### config.mk
export PLATFORM = sky130hd
export DESIGN_NAME = led_scanner
export DESIGN_NICKNAME = d
export VERILOG_FILES = /design/src/rtl/led_scanner.sv
export SDC_FILE = /design/constraint.sdc
export NUM_CORES = 1
export LEC_CHECK = 0
export CORE_MARGIN = 2
export CORE_UTILIZATION = 40
export DETAILED_ROUTE_END_ITERATION = 10
export GPL_ROUTABILITY_DRIVEN = 0
export PLACE_DENSITY_LB_ADDON = 0.05
export SYNTH_ARGS = -nofsm -noshare
export SYNTH_HDL_FRONTEND = slang
export SYNTH_SLANG_ARGS = --single-unit
### constraint.sdc
create_clock -name i_clk -period 3.4 [get_ports i_clk]
set_input_delay 0.85 -clock i_clk [delete_from_list [all_inputs] [get_ports i_clk]]
set_output_delay 0.85 -clock i_clk [all_outputs]
set_load 0.01 [all_outputs]
### src/rtl/led_scanner.sv
// ---------------------------------------------------------------------------
// led_scanner
//   Width-generic one-hot LED scanner with a programmable step rate and four
//   run modes (bounce, wrap up, wrap down, hold). A prescaler counts enabled
//   cycles. When it expires, the scan position moves one step according to
//   the current mode. All outputs come from registers and change on the same
//   edge as the step that causes them.
//
// Parameters
//   N_LEDS  number of LEDs / one-hot width (2..64)
//   DIV_W   prescaler counter and i_div width
//   POS_W   derived index width, leave at default
//
// Ports
//   i_clk    clock, rising edge
//   i_rst    asynchronous reset, active-high
//   i_en     1 = prescaler runs, 0 = everything frozen, pulses forced low
//   i_clr    synchronous restart (pos 0, moving up, prescaler 0)
//   i_mode   00 bounce, 01 wrap up, 10 wrap down, 11 hold
//   i_div    step every i_div+1 enabled cycles
//   o_led    one-hot LED drive, bit o_pos set
//   o_pos    current lit index
//   o_dir    1 = moving up, 0 = moving down
//   o_tick   one-cycle pulse, a step happened on the previous edge
//   o_wrap   one-cycle pulse, that step reached an end / reversal point
// ---------------------------------------------------------------------------
module led_scanner #(
    parameter int N_LEDS = 8,
    parameter int DIV_W  = 24,
    parameter int POS_W  = $clog2(N_LEDS)
) (
    input  logic              i_clk,
    input  logic              i_rst,
    input  logic              i_en,
    input  logic              i_clr,
    input  logic [1:0]        i_mode,
    input  logic [DIV_W-1:0]  i_div,
    output logic [N_LEDS-1:0] o_led,
    output logic [POS_W-1:0]  o_pos,
    output logic              o_dir,
    output logic              o_tick,
    output logic              o_wrap
);

    typedef enum logic [1:0] {
        MODE_BOUNCE    = 2'b00,
        MODE_WRAP_UP   = 2'b01,
        MODE_WRAP_DOWN = 2'b10,
        MODE_HOLD      = 2'b11
    } mode_e;

    typedef enum logic {
        S_DOWN = 1'b0,
        S_UP   = 1'b1
    } state_e;

    localparam logic [POS_W-1:0] POS_ZERO = '0;
    localparam logic [POS_W-1:0] POS_ONE  = POS_W'(1);
    localparam logic [POS_W-1:0] POS_MAX  = POS_W'(N_LEDS - 1);

    mode_e mode;
    assign mode = mode_e'(i_mode);

    logic [DIV_W-1:0]  cnt_q,   cnt_d;
    logic [POS_W-1:0]  pos_q,   pos_d;
    state_e            state_q, state_d;
    logic [N_LEDS-1:0] led_q,   led_d;
    logic              tick_q,  tick_d;
    logic              wrap_q,  wrap_d;

    // '>=' rather than '==' so that lowering i_div below the running count
    // produces a step on the next enabled edge instead of a long rollover.
    logic step_due;
    assign step_due = (cnt_q >= i_div);

    // NOTE: every variable below gets a default before any branch, so no
    // path can leave one unassigned and infer a latch.
    always_comb begin
        cnt_d   = cnt_q;
        pos_d   = pos_q;
        state_d = state_q;
        tick_d  = 1'b0;
        wrap_d  = 1'b0;

        if (i_clr) begin
            cnt_d   = '0;
            pos_d   = POS_ZERO;
            state_d = S_UP;
        end else if (i_en) begin
            if (step_due) begin
                cnt_d  = '0;
                tick_d = 1'b1;
                case (mode)
                    MODE_BOUNCE: begin
                        if (state_q == S_UP) begin
                            if (pos_q < POS_MAX) begin
                                pos_d = pos_q + POS_ONE;
                                if (pos_q == POS_MAX - POS_ONE) begin
                                    state_d = S_DOWN;
                                    wrap_d  = 1'b1;
                                end
                            end else begin
                                // Already at the top while moving up (left
                                // there by a wrap mode): turn back quietly.
                                pos_d   = POS_MAX - POS_ONE;
                                state_d = S_DOWN;
                            end
                        end else begin
                            if (pos_q != POS_ZERO) begin
                                pos_d = pos_q - POS_ONE;
                                if (pos_q == POS_ONE) begin
                                    state_d = S_UP;
                                    wrap_d  = 1'b1;
                                end
                            end else begin
                                pos_d   = POS_ONE;
                                state_d = S_UP;
                            end
                        end
                    end
                    MODE_WRAP_UP: begin
                        state_d = S_UP;
                        if (pos_q >= POS_MAX) begin
                            pos_d  = POS_ZERO;
                            wrap_d = 1'b1;
                        end else begin
                            pos_d = pos_q + POS_ONE;
                        end
                    end
                    MODE_WRAP_DOWN: begin
                        state_d = S_DOWN;
                        if (pos_q == POS_ZERO) begin
                            pos_d  = POS_MAX;
                            wrap_d = 1'b1;
                        end else begin
                            pos_d = pos_q - POS_ONE;
                        end
                    end
                    MODE_HOLD: begin
                        pos_d   = pos_q;
                        state_d = state_q;
                    end
                    default: begin
                        pos_d   = pos_q;
                        state_d = state_q;
                    end
                endcase
            end else begin
                cnt_d = cnt_q + DIV_W'(1);
            end
        end

        led_d = N_LEDS'(1) << pos_d;
    end

    // NOTE: all state uses non-blocking assignments and an asynchronous
    // reset, so outputs are defined the instant i_rst rises, without a clock.
    always_ff @(posedge i_clk or posedge i_rst) begin
        if (i_rst) begin
            cnt_q   <= '0;
            pos_q   <= POS_ZERO;
            state_q <= S_UP;
            led_q   <= N_LEDS'(1);
            tick_q  <= 1'b0;
            wrap_q  <= 1'b0;
        end else begin
            cnt_q   <= cnt_d;
            pos_q   <= pos_d;
            state_q <= state_d;
            led_q   <= led_d;
            tick_q  <= tick_d;
            wrap_q  <= wrap_d;
        end
    end

    assign o_led  = led_q;
    assign o_pos  = pos_q;
    assign o_dir  = (state_q == S_UP);
    assign o_tick = tick_q;
    assign o_wrap = wrap_q;

endmodule

==> metrics.log <==
INFO  metric outcome = finished, final reports clean
INFO  metric synth_warnings = 0
INFO  metric layoutNonFillerInstCount = between 400 and 500
INFO  metric tritoncts = built
INFO  metric remaining_drc_errors = 0
INFO  metric regToRegEndpoint = o_led[0]$_DFF_PP1_
INFO  metric synth_top_area_frac = 0.306
INFO  metric synth_sequential_area_ratio = 0.324
INFO  metric dp_cells = 472
INFO  metric setup_total_negative_slack = 0 ns
INFO  metric n_antenna_cell = 0
INFO  metric synth_seq_cells = 38
INFO  metric critical_path.n_buffers_inverters = 2
INFO  metric worstPathMaxFanout = 8
INFO  metric power_frac_seq = 0.503
INFO  metric cts.path.max_buffers = 2
INFO  metric die_y = 89.8 um
INFO  metric timing_hold_violations_final = 0
INFO  metric comb_power_share = 0.140
INFO  metric antenna_violating_nets_post_route = 0
INFO  metric clock_power_share = 0.356
INFO  metric placedInstanceArea = between 0.003 and 0.004 mm2
INFO  metric relSlewSlack = 0.530
INFO  metric initial_antenna_violation_count = 0
INFO  metric avgViaCountPerCell = roughly 5.1
INFO  metric switching_pwr = approximately 0.23 mW
INFO  metric routed_wirelength = 6420 um
INFO  metric maximum_cell_stage_delay_along_the_critical_path = 0.47 ns
INFO  metric portBuffers = 43
INFO  metric die-area = 0.00806 mm2
INFO  metric top_level_ports = 44
INFO  metric worst_margin_pin_slew = 0.702 ns
INFO  metric post-layout-total-power = ~0.91 mW
INFO  metric htree_levels = 2
INFO  metric synth.lib_cells_used.distinct = ~50
INFO  metric synthFlopType = dfrtp_1
INFO  metric worst_setup_path_start_kind = input pin
INFO  metric drive_above_1_share = 0.0866
INFO  metric worst_path_cell_trace = clkdlybuf4s50_1 > inv_1 > ha_1 > nor2b_1 > a22oi_1 > a22oi_1 > a21boi_0 > nand2_1 > mux2i_1
INFO  metric power.switching_fraction = 0.248
INFO  metric internal_power_contribution = 0.681 mW
INFO  metric ctsRootBufferMaster = clkbuf_8
INFO  metric vdd_drop_max = 0.135 mV
INFO  metric crit_arrival = 3.18 ns
INFO  metric post_drt_wl_per_cell = 13.4 um
INFO  metric worst_setup_path_endpoint = o_led[0]$_DFF_PP1_
INFO  metric finalCriticalPeriod = 2.96 ns
INFO  metric hp-class = flip-flop to flip-flop
INFO  metric detailedRoute.firstIterationViolations = 58
INFO  metric post-place-ws = 0.134 ns
INFO  metric power-per-cell-area = around 250 mW/mm2
INFO  metric r2r_start = o_pos[0]$_DFF_PP0_
INFO  metric cts-buffers-inserted = 5
INFO  metric yosys-top-cells-area = dfrtp_1, ha_1, xor2_1, nor3_1, inv_1
INFO  metric total_count_of_max_transition_violations_in_the_final_report = 0
INFO  metric synth_edf_count = 0
INFO  metric grt_pass1_wl = 11,200 um
INFO  metric synth.cells.most_frequent = ha_1, dfrtp_1, inv_1
INFO  metric clock_skew = 0.00562 ns
INFO  metric number_of_iterations_in_the_first_detailed_routing_pass = 4
INFO  metric max-cap-violations = 0
INFO  metric synth.most_common_cell = ha_1
INFO  metric cp-startpoint = i_mode[1]
INFO  metric finalSetupViolations = 0
INFO  metric core_area = just over 0.007 mm2
INFO  metric max_freq = roughly 340 MHz
INFO  metric average_cell_area_after_synthesis = 8.86 um2
INFO  metric post_cts_hold_buffer_count = 0
INFO  metric cell_family_with_most_cp_delay = compound AO/OA/AOI/OAI gates
INFO  metric finalInstanceArea = about 0.0036 mm2
INFO  metric criticalPathCategory = input pin to flip-flop
INFO  metric synth_cells = 332
INFO  metric share_of_synthesized_flip_flops_with_an_asynchronous_set_or_reset = 1.00
INFO  metric critPathMostFrequentCell = a22oi_1
INFO  metric worst_setup_path_end_kind = flip-flop
INFO  metric worstSkewPairLatency = approximately 0.29 ns
INFO  metric leakagePower = 1.74 nW
INFO  metric vias = 2,448
INFO  metric via_count_of_the_first_global_routing_pass = 2,411
INFO  metric fin_crit_sh = 0.872
INFO  metric gr_usage_total = 0.167
INFO  metric worst_slack = 0.436 ns
INFO  metric die_x = 89.8 um
INFO  metric crit_path_cell_count = 9
INFO  metric cts_resized = 0
INFO  metric clk_transition_reported_paths = 0.08 ns
INFO  metric finalNetCount = 447
INFO  metric unrepaired_setup_endpoints_after_global_routing = no
INFO  metric globalRouteOverflowTotal = 0
INFO  metric worstPathRequired = roughly 3.6 ns
INFO  metric area_growth_syn_to_layout = 22.9%
INFO  metric floorplan.initialDensity = 0.410
INFO  metric synthesis.nets = 399
INFO  metric fp-row-count = 31
INFO  metric dp.final_hpwl = 4880 um
INFO  metric clock_sinks = 38
INFO  metric slowest_stage = clkdlybuf4s50_1
INFO  metric synth_area_leader_cell = dfrtp_1
INFO  metric setup.reg_to_reg.worst_slack = slightly above 0.8 ns
INFO  metric post_cts.repair.setup_buffers = 0
INFO  metric maximum_number_of_pins_on_one_net_before_global_route_repair = 39
INFO  metric number_of_cells_on_the_worst_reg_to_reg_path = 8
INFO  metric synth.cell_area = 0.00294 mm2
placed cells by master (no fill, tap or decap), types with 3 or more instances in the layout:
| cell type | Yosys | layout |
|---|---|---|
| ha_1 | 37 | 37 |
| clkbuf_8 | 0 | 6 |
| inv_1 | 34 | 34 |
| nand2b_1 | 5 | 5 |
| nand2_1 | 30 | 30 |
| dfrtp_1 | 36 | 36 |
| nand3_1 | 16 | 16 |
| xnor2_1 | 4 | 4 |
| a211oi_1 | 3 | 3 |
| clkdlybuf4s50_1 | 0 | 43 |
| nor2_1 | 20 | 20 |
| o21ai_0 | 8 | 8 |
| nor2b_1 | 6 | 6 |
| nor3_1 | 26 | 26 |
| mux2i_1 | 12 | 12 |
| buf_4 | 0 | 9 |
| nand4_1 | 6 | 6 |
| and3_1 | 7 | 7 |
| a21oi_1 | 15 | 15 |
| xor2_1 | 17 | 17 |
per-layer routing:
| metal | vias to the layer above | global-route usage | part of all wire |
|---|---|---|---|
| met5 | - | 0 | 0 |
| met4 | 0 | 0.0423 | 0.012 |
| met3 | 7 | 0.0277 | 0.028 |
| met2 | 35 | 0.293 | 0.49 |
| met1 | 1152 | 0.216 | 0.47 |
| li1 | 1254 | - | - |
sequential cells by signal, indices dropped and copies added, names as in the netlist:
name    cells
cnt_q      24
o_led       8
o_pos       3
o_dir       1
o_tick      1
o_wrap      1
worst reg2reg max path, stage by stage (launching register included):
cell	delay, ns
dfrtp_1	0.51
inv_1	0.28
ha_1	0.35
mux2i_1	0.27
a22oi_1	0.12
a22oi_1	0.44
a21boi_0	0.29
nand2_1	0.09
mux2i_1	0.16
final cells by class:
class                   count  area (um2)
inverters                  35         131
repair buffers             53         518
clock buffers               7        86.3
well taps                  99         124
flip-flops and latches     38         953
multi-input cells         247        1800
fillers                   727        3560
clock inverters             1        5.00
power by group through the flow:
stage | Sequential, mW | Combinational (mW) | Clock [mW]
2_1_floorplan | 0.464 | 0.0719 | 0
3_3_place_gp | 0.465 | 0.128 | 0
3_5_place_dp | 0.465 | 0.129 | 0
4_1_cts | 0.456 | 0.129 | 0.335
5_1_grt | 0.456 | 0.144 | 0.350
6_report | 0.456 | 0.127 | 0.323
worst min-delay path by stage:
stage | startpoint | to | slack (ns) | depth (start not counted)
after detailed placement | o_dir$_DFFE_PP1P_ | o_dir$_DFFE_PP1P_ | 0.58 | 2
after global routing | o_dir$_DFFE_PP1P_ | o_dir$_DFFE_PP1P_ | 0.62 | 2
final | o_dir$_DFFE_PP1P_ | o_dir$_DFFE_PP1P_ | 0.58 | 2
after floorplan | cnt_q[23]$_DFFE_PP0P_ | cnt_q[23]$_DFFE_PP0P_ | 0.56 | 2
after global placement | o_dir$_DFFE_PP1P_ | o_dir$_DFFE_PP1P_ | 0.57 | 2
after CTS | o_dir$_DFFE_PP1P_ | o_dir$_DFFE_PP1P_ | 0.59 | 2
kinds of logic after synthesis:
family / Yosys count / synth area share
adder cells (fa/ha/maj): 37 / 0.157
multiplexers: 14 / 0.0485
flip-flops: 38 / 0.324
AND/OR/NAND/NOR: 125 / 0.219
AO/OA/AOI/OAI: 50 / 0.124
XOR/XNOR: 21 / 0.0625
buffers and inverters: 47 / 0.0650
per-stage QoR:
step           hold slack (ns)   util
6_report                 0.584  0.504
5_1_grt                  0.619  0.504
4_1_cts                  0.586  0.504
3_5_place_dp             0.577  0.491
3_3_place_gp             0.569  0.491
2_1_floorplan            0.560      -
Power figures use the tool's default switching activity.
==> edit 1: new RTL, same flow settings <==
Set the parameter `N_LEDS` to 32 (it was 8).
--- a/src/rtl/led_scanner.sv
+++ b/src/rtl/led_scanner.sv
@@ -26,5 +26,5 @@
 // ---------------------------------------------------------------------------
 module led_scanner #(
-    parameter int N_LEDS = 8,
+    parameter int N_LEDS = 32,
     parameter int DIV_W  = 24,
     parameter int POS_W  = $clog2(N_LEDS)
Ports: changed (resized o_led and o_pos); port bits go from 44 to 70. The function was not compared with the original's and may differ.
==> edit 1 against the unedited design <==
Via count is 54% higher; power is 95% higher; clock skew is 5.9 ps higher; highest routed layer unchanged; utilization is 3.8 points higher; cell area is 48% higher; area after synthesis is 39% higher; routed wire length is 77% higher; maximum frequency is 9.7% lower; largest cell class unchanged; sequential cell count is 26 higher; worst setup slack worse by 320 ps; count of clock-buffer cells in the layout is 2 higher; critical path type unchanged; combinational power is 24% higher.
==> edit 1: results (changes against the unedited design) <==
Vias=3764 (+54%); commonest cells in the netlist=dfrtp_1, o21ai_0, nor3_1, ha_1, inv_1; worst r2r path cells=10 (+2); Hold/Removal Path Class=flop to flop; beginning of the worst hold path=cnt_q[23]$_DFFE_PP0P_; post-synthesis sequential area ratio=0.393 (+0.0688); Comb. pwr=0.000158 W (+24%); clk_skew=11.5 ps (+5.91 ps); start point of the critical path=i_div[21]; largest net degree at the start of global routing=65 (+67%); hold endpoint=cnt_q[23]$_DFFE_PP0P_; Nets=603 (+35%); Synth Area in XOR/XNOR=0.00643 (-0.0561); yosys warns=0 (unchanged); Critical Path Sink=o_led[30]$_DFF_PP0_; placed cell area=5060 µm² (+43%); Post-Syn Area=4080 µm² (+39%); hold path cells=1 (-1); distinct cell type count after synthesis=62 (+27%); Synth Area in Adders=0.113 (-0.0440); routed length per instance=16.8 µm (+26%); 1st-iter DRT viols=157 (+170%); Clk pwr share=0.478 (+0.122); Int Power=0.00133 W (+95%); worst vdd ir=0.204 mV (+51%); Max FO, Critical Path=5 (-3); DR pass1 iterations=5 (+1); syn nets=520 (+30%); GRT Overall Usage=0.212 (+0.0443); CTS buffer count=9 (+4); Buffers on Ports=69 (+60%); outcome=finished clean; Slew headroom=0.425 (-0.105); root buffer cell=clkbuf_8; clk_lat worst skew=350 ps (+60 ps); P_leak=2.44 nW (+40%); synth top area cells=dfrtp_1, ha_1, o21ai_0, nor3_1, inv_1; layout cells sized above 1=0.129 (+0.0428); CTS H-tree lvls=3 (+1); FF-to-FF setup slack=320 ps (-500 ps); first-pass GRT wire length=18800 µm (+68%); mux share of post-synthesis cell area=0.0110 (-0.0374); total power=0.00177 W (+95%); WP data arrival=3500 ps (+320 ps); Compound-Gate Fraction of Synth Area=0.205 (+0.0815); hpwl dp=7840 µm (+61%); Largest register FFs=32 (+33%)
## edit 1: changes by cell type in the layout (fill, tap and decap cells not counted), sizes merged, moves of 7 or more
cell	unedited run	this run
o21ai	10	51
clkdlybuf4s50	43	69
dfrtp	36	62
buf	10	26
xor2	17	1
nor3	26	40
mux2i	12	2
a21oi	15	24
o31ai	0	8
a31oi	3	10
nand3	16	9
nor2	20	27
nor4	1	8
## edit 1: layer usage
layer  vias up  track usage  share of wire
li1       1827            -              -
met3        20       0.0393          0.038
met5         -            0              0
met2        88        0.346           0.48
met1      1829        0.279           0.46
met4         0       0.0800          0.021
## edit 1: stage by stage
| stage | setup WS [ps] | std cells | hold WS, ps | util | setup TNS, ps |
|---|---|---|---|---|---|
| final | 119 | 674 | 524 | 0.542 | 0 |
| after global routing | -86.3 | 674 | 547 | 0.542 | -403 |
| after CTS | 79.9 | 674 | 521 | 0.538 | 0 |
| after detailed placement | -289 | 658 | 504 | 0.513 | -8530 |
| after floorplan | 268 | 453 | 455 | - | 0 |
| after global placement | -245 | 658 | 504 | 0.513 | -6490 |
## edit 1: critical path: stages
cell and delay (ps):
clkdlybuf4s50_1 460, inv_1 40, ha_1 310, a21o_1 190, a21o_1 200, a2111oi_4 390, buf_4 190, o211a_1 260
nor4_4 110, o22ai_1 420, nor3_1 90
## edit 1: repair_timing
item,4_1_cts,5_1_grt
endpoints found under the setup margin,0,18
resized for setup,0,6
hold endpoints to repair,0,0
buffers inserted,0,0
## edit 1: cell type report
class                   count  area (µm²)
clock buffers               9         124
clock inverters             7         125
fillers                   915        4520
inverters                  35         131
multi-input cells         331        2280
flip-flops and latches     64        1600
well taps                 133         166
repair buffers             95         911
==> edit 2: new RTL, same settings <==
Made on the original files. Remove the case item `MODE_WRAP_DOWN` of the case on `mode`.
--- a/src/rtl/led_scanner.sv
+++ b/src/rtl/led_scanner.sv
@@ -128,13 +128,4 @@
                         end
                     end
-                    MODE_WRAP_DOWN: begin
-                        state_d = S_DOWN;
-                        if (pos_q == POS_ZERO) begin
-                            pos_d  = POS_MAX;
-                            wrap_d = 1'b1;
-                        end else begin
-                            pos_d = pos_q - POS_ONE;
-                        end
-                    end
                     MODE_HOLD: begin
                         pos_d   = pos_q;
Check against the original RTL: not equivalent (Yosys sat finds a counterexample within 4 cycles, from zero or initial values and one cycle with i_rst high).
==> edit 2 against the unedited design <==
Cell area is 7.3% lower; utilization is 2.1 points higher; routed wire length is 12% lower; worst setup slack worse by 170 ps; via count is 12% lower; register-to-register slack better by 50 ps; global-route usage is 0.050 points higher; die area is 9.6% lower; largest cell class unchanged; sequential cell count stayed put; combinational power is 20% lower; worst hold slack worse by 29 ps; area after synthesis is 10% lower; power is 2.5% lower; largest power group unchanged.
==> edit 2: results (changes against the unedited design) <==
synth top area cells=dfrtp_1, ha_1, nor2_1, inv_1, xor2_1; Slowest cell on crit path=or4_4; P_leak=1.61 nW (-7.6%); start point of the critical path=i_div[23]; Synth Area in XOR/XNOR=0.0728 (+0.0103); worst vdd ir=0.173 mV (+28%); vias in the first global route=2052 (-15%); hpwl dp=4310 µm (-12%); Vias=2164 (-12%); worst r2r path cells=7 (-1); Synth Area in Adders=0.147 (-0.0108); commonest cells in the netlist=nor2_1, dfrtp_1, inv_1, ha_1, nand2_1; minimum clock period=3140 ps (+171 ps); metal3 WL=233 µm (+31%); pre-CTS setup slack=-23.3 ps (-157 ps); hold slack=555 ps (-29.3 ps); hold endpoint=cnt_q[23]$_DFFE_PP0P_; fill count=605 (-17%); reg2reg start=cnt_q[17]$_DFFE_PP0P_; routed vias/inst=5.03 (-1.3%); syn nets=356 (-11%); syn avg cell area=8.97 µm² (+1.2%); GRT Overall Usage=0.168 (+0.000503); Comb power frac=0.114 (-0.026); outcome=finished clean; FF-to-FF setup slack=870 ps (+50 ps); post-synthesis sequential area ratio=0.360 (+0.0361); Compound-Gate Fraction of Synth Area=0.125 (+0.00104); met3 usage=0.0302 (+0.00249); area of the multi-input gates=1540 µm² (-14%); mux share of post-synthesis cell area=0.0359 (-0.0126); WP data arrival=3300 ps (+120 ps)
[edit 2: changes by cell type after synthesis, sizes merged, moves of 5 or more]
cell / before / now
nor2: 20 / 44
nor3: 26 / 7
nand2: 30 / 17
mux2i: 12 / 5
ha: 37 / 31
and3: 7 / 2
xnor2: 4 / 9
[edit 2: kinds of logic (layout without fill, tap and decap cells)]
| kind of cell | count (synthesis) | count (layout) |
|---|---|---|
| DFF | 38 | 38 |
| adders and majority gates | 31 | 31 |
| buffers and inverters | 40 | 98 |
| muxes | 9 | 9 |
| xor gates and xnor gates | 22 | 22 |
| AOI/OAI and AO/OA | 45 | 45 |
| and+or+nand+nor | 110 | 110 |
[edit 2: cell type report]
cell class,count,area share
Multi-Input combinational cell,217,0.459
Sequential cell,38,0.284
Timing Repair Buffer,57,0.163
Inverter,33,0.0370
Tap cell,77,0.0287
Clock buffer,7,0.0258
Clock inverter,1,0.00149
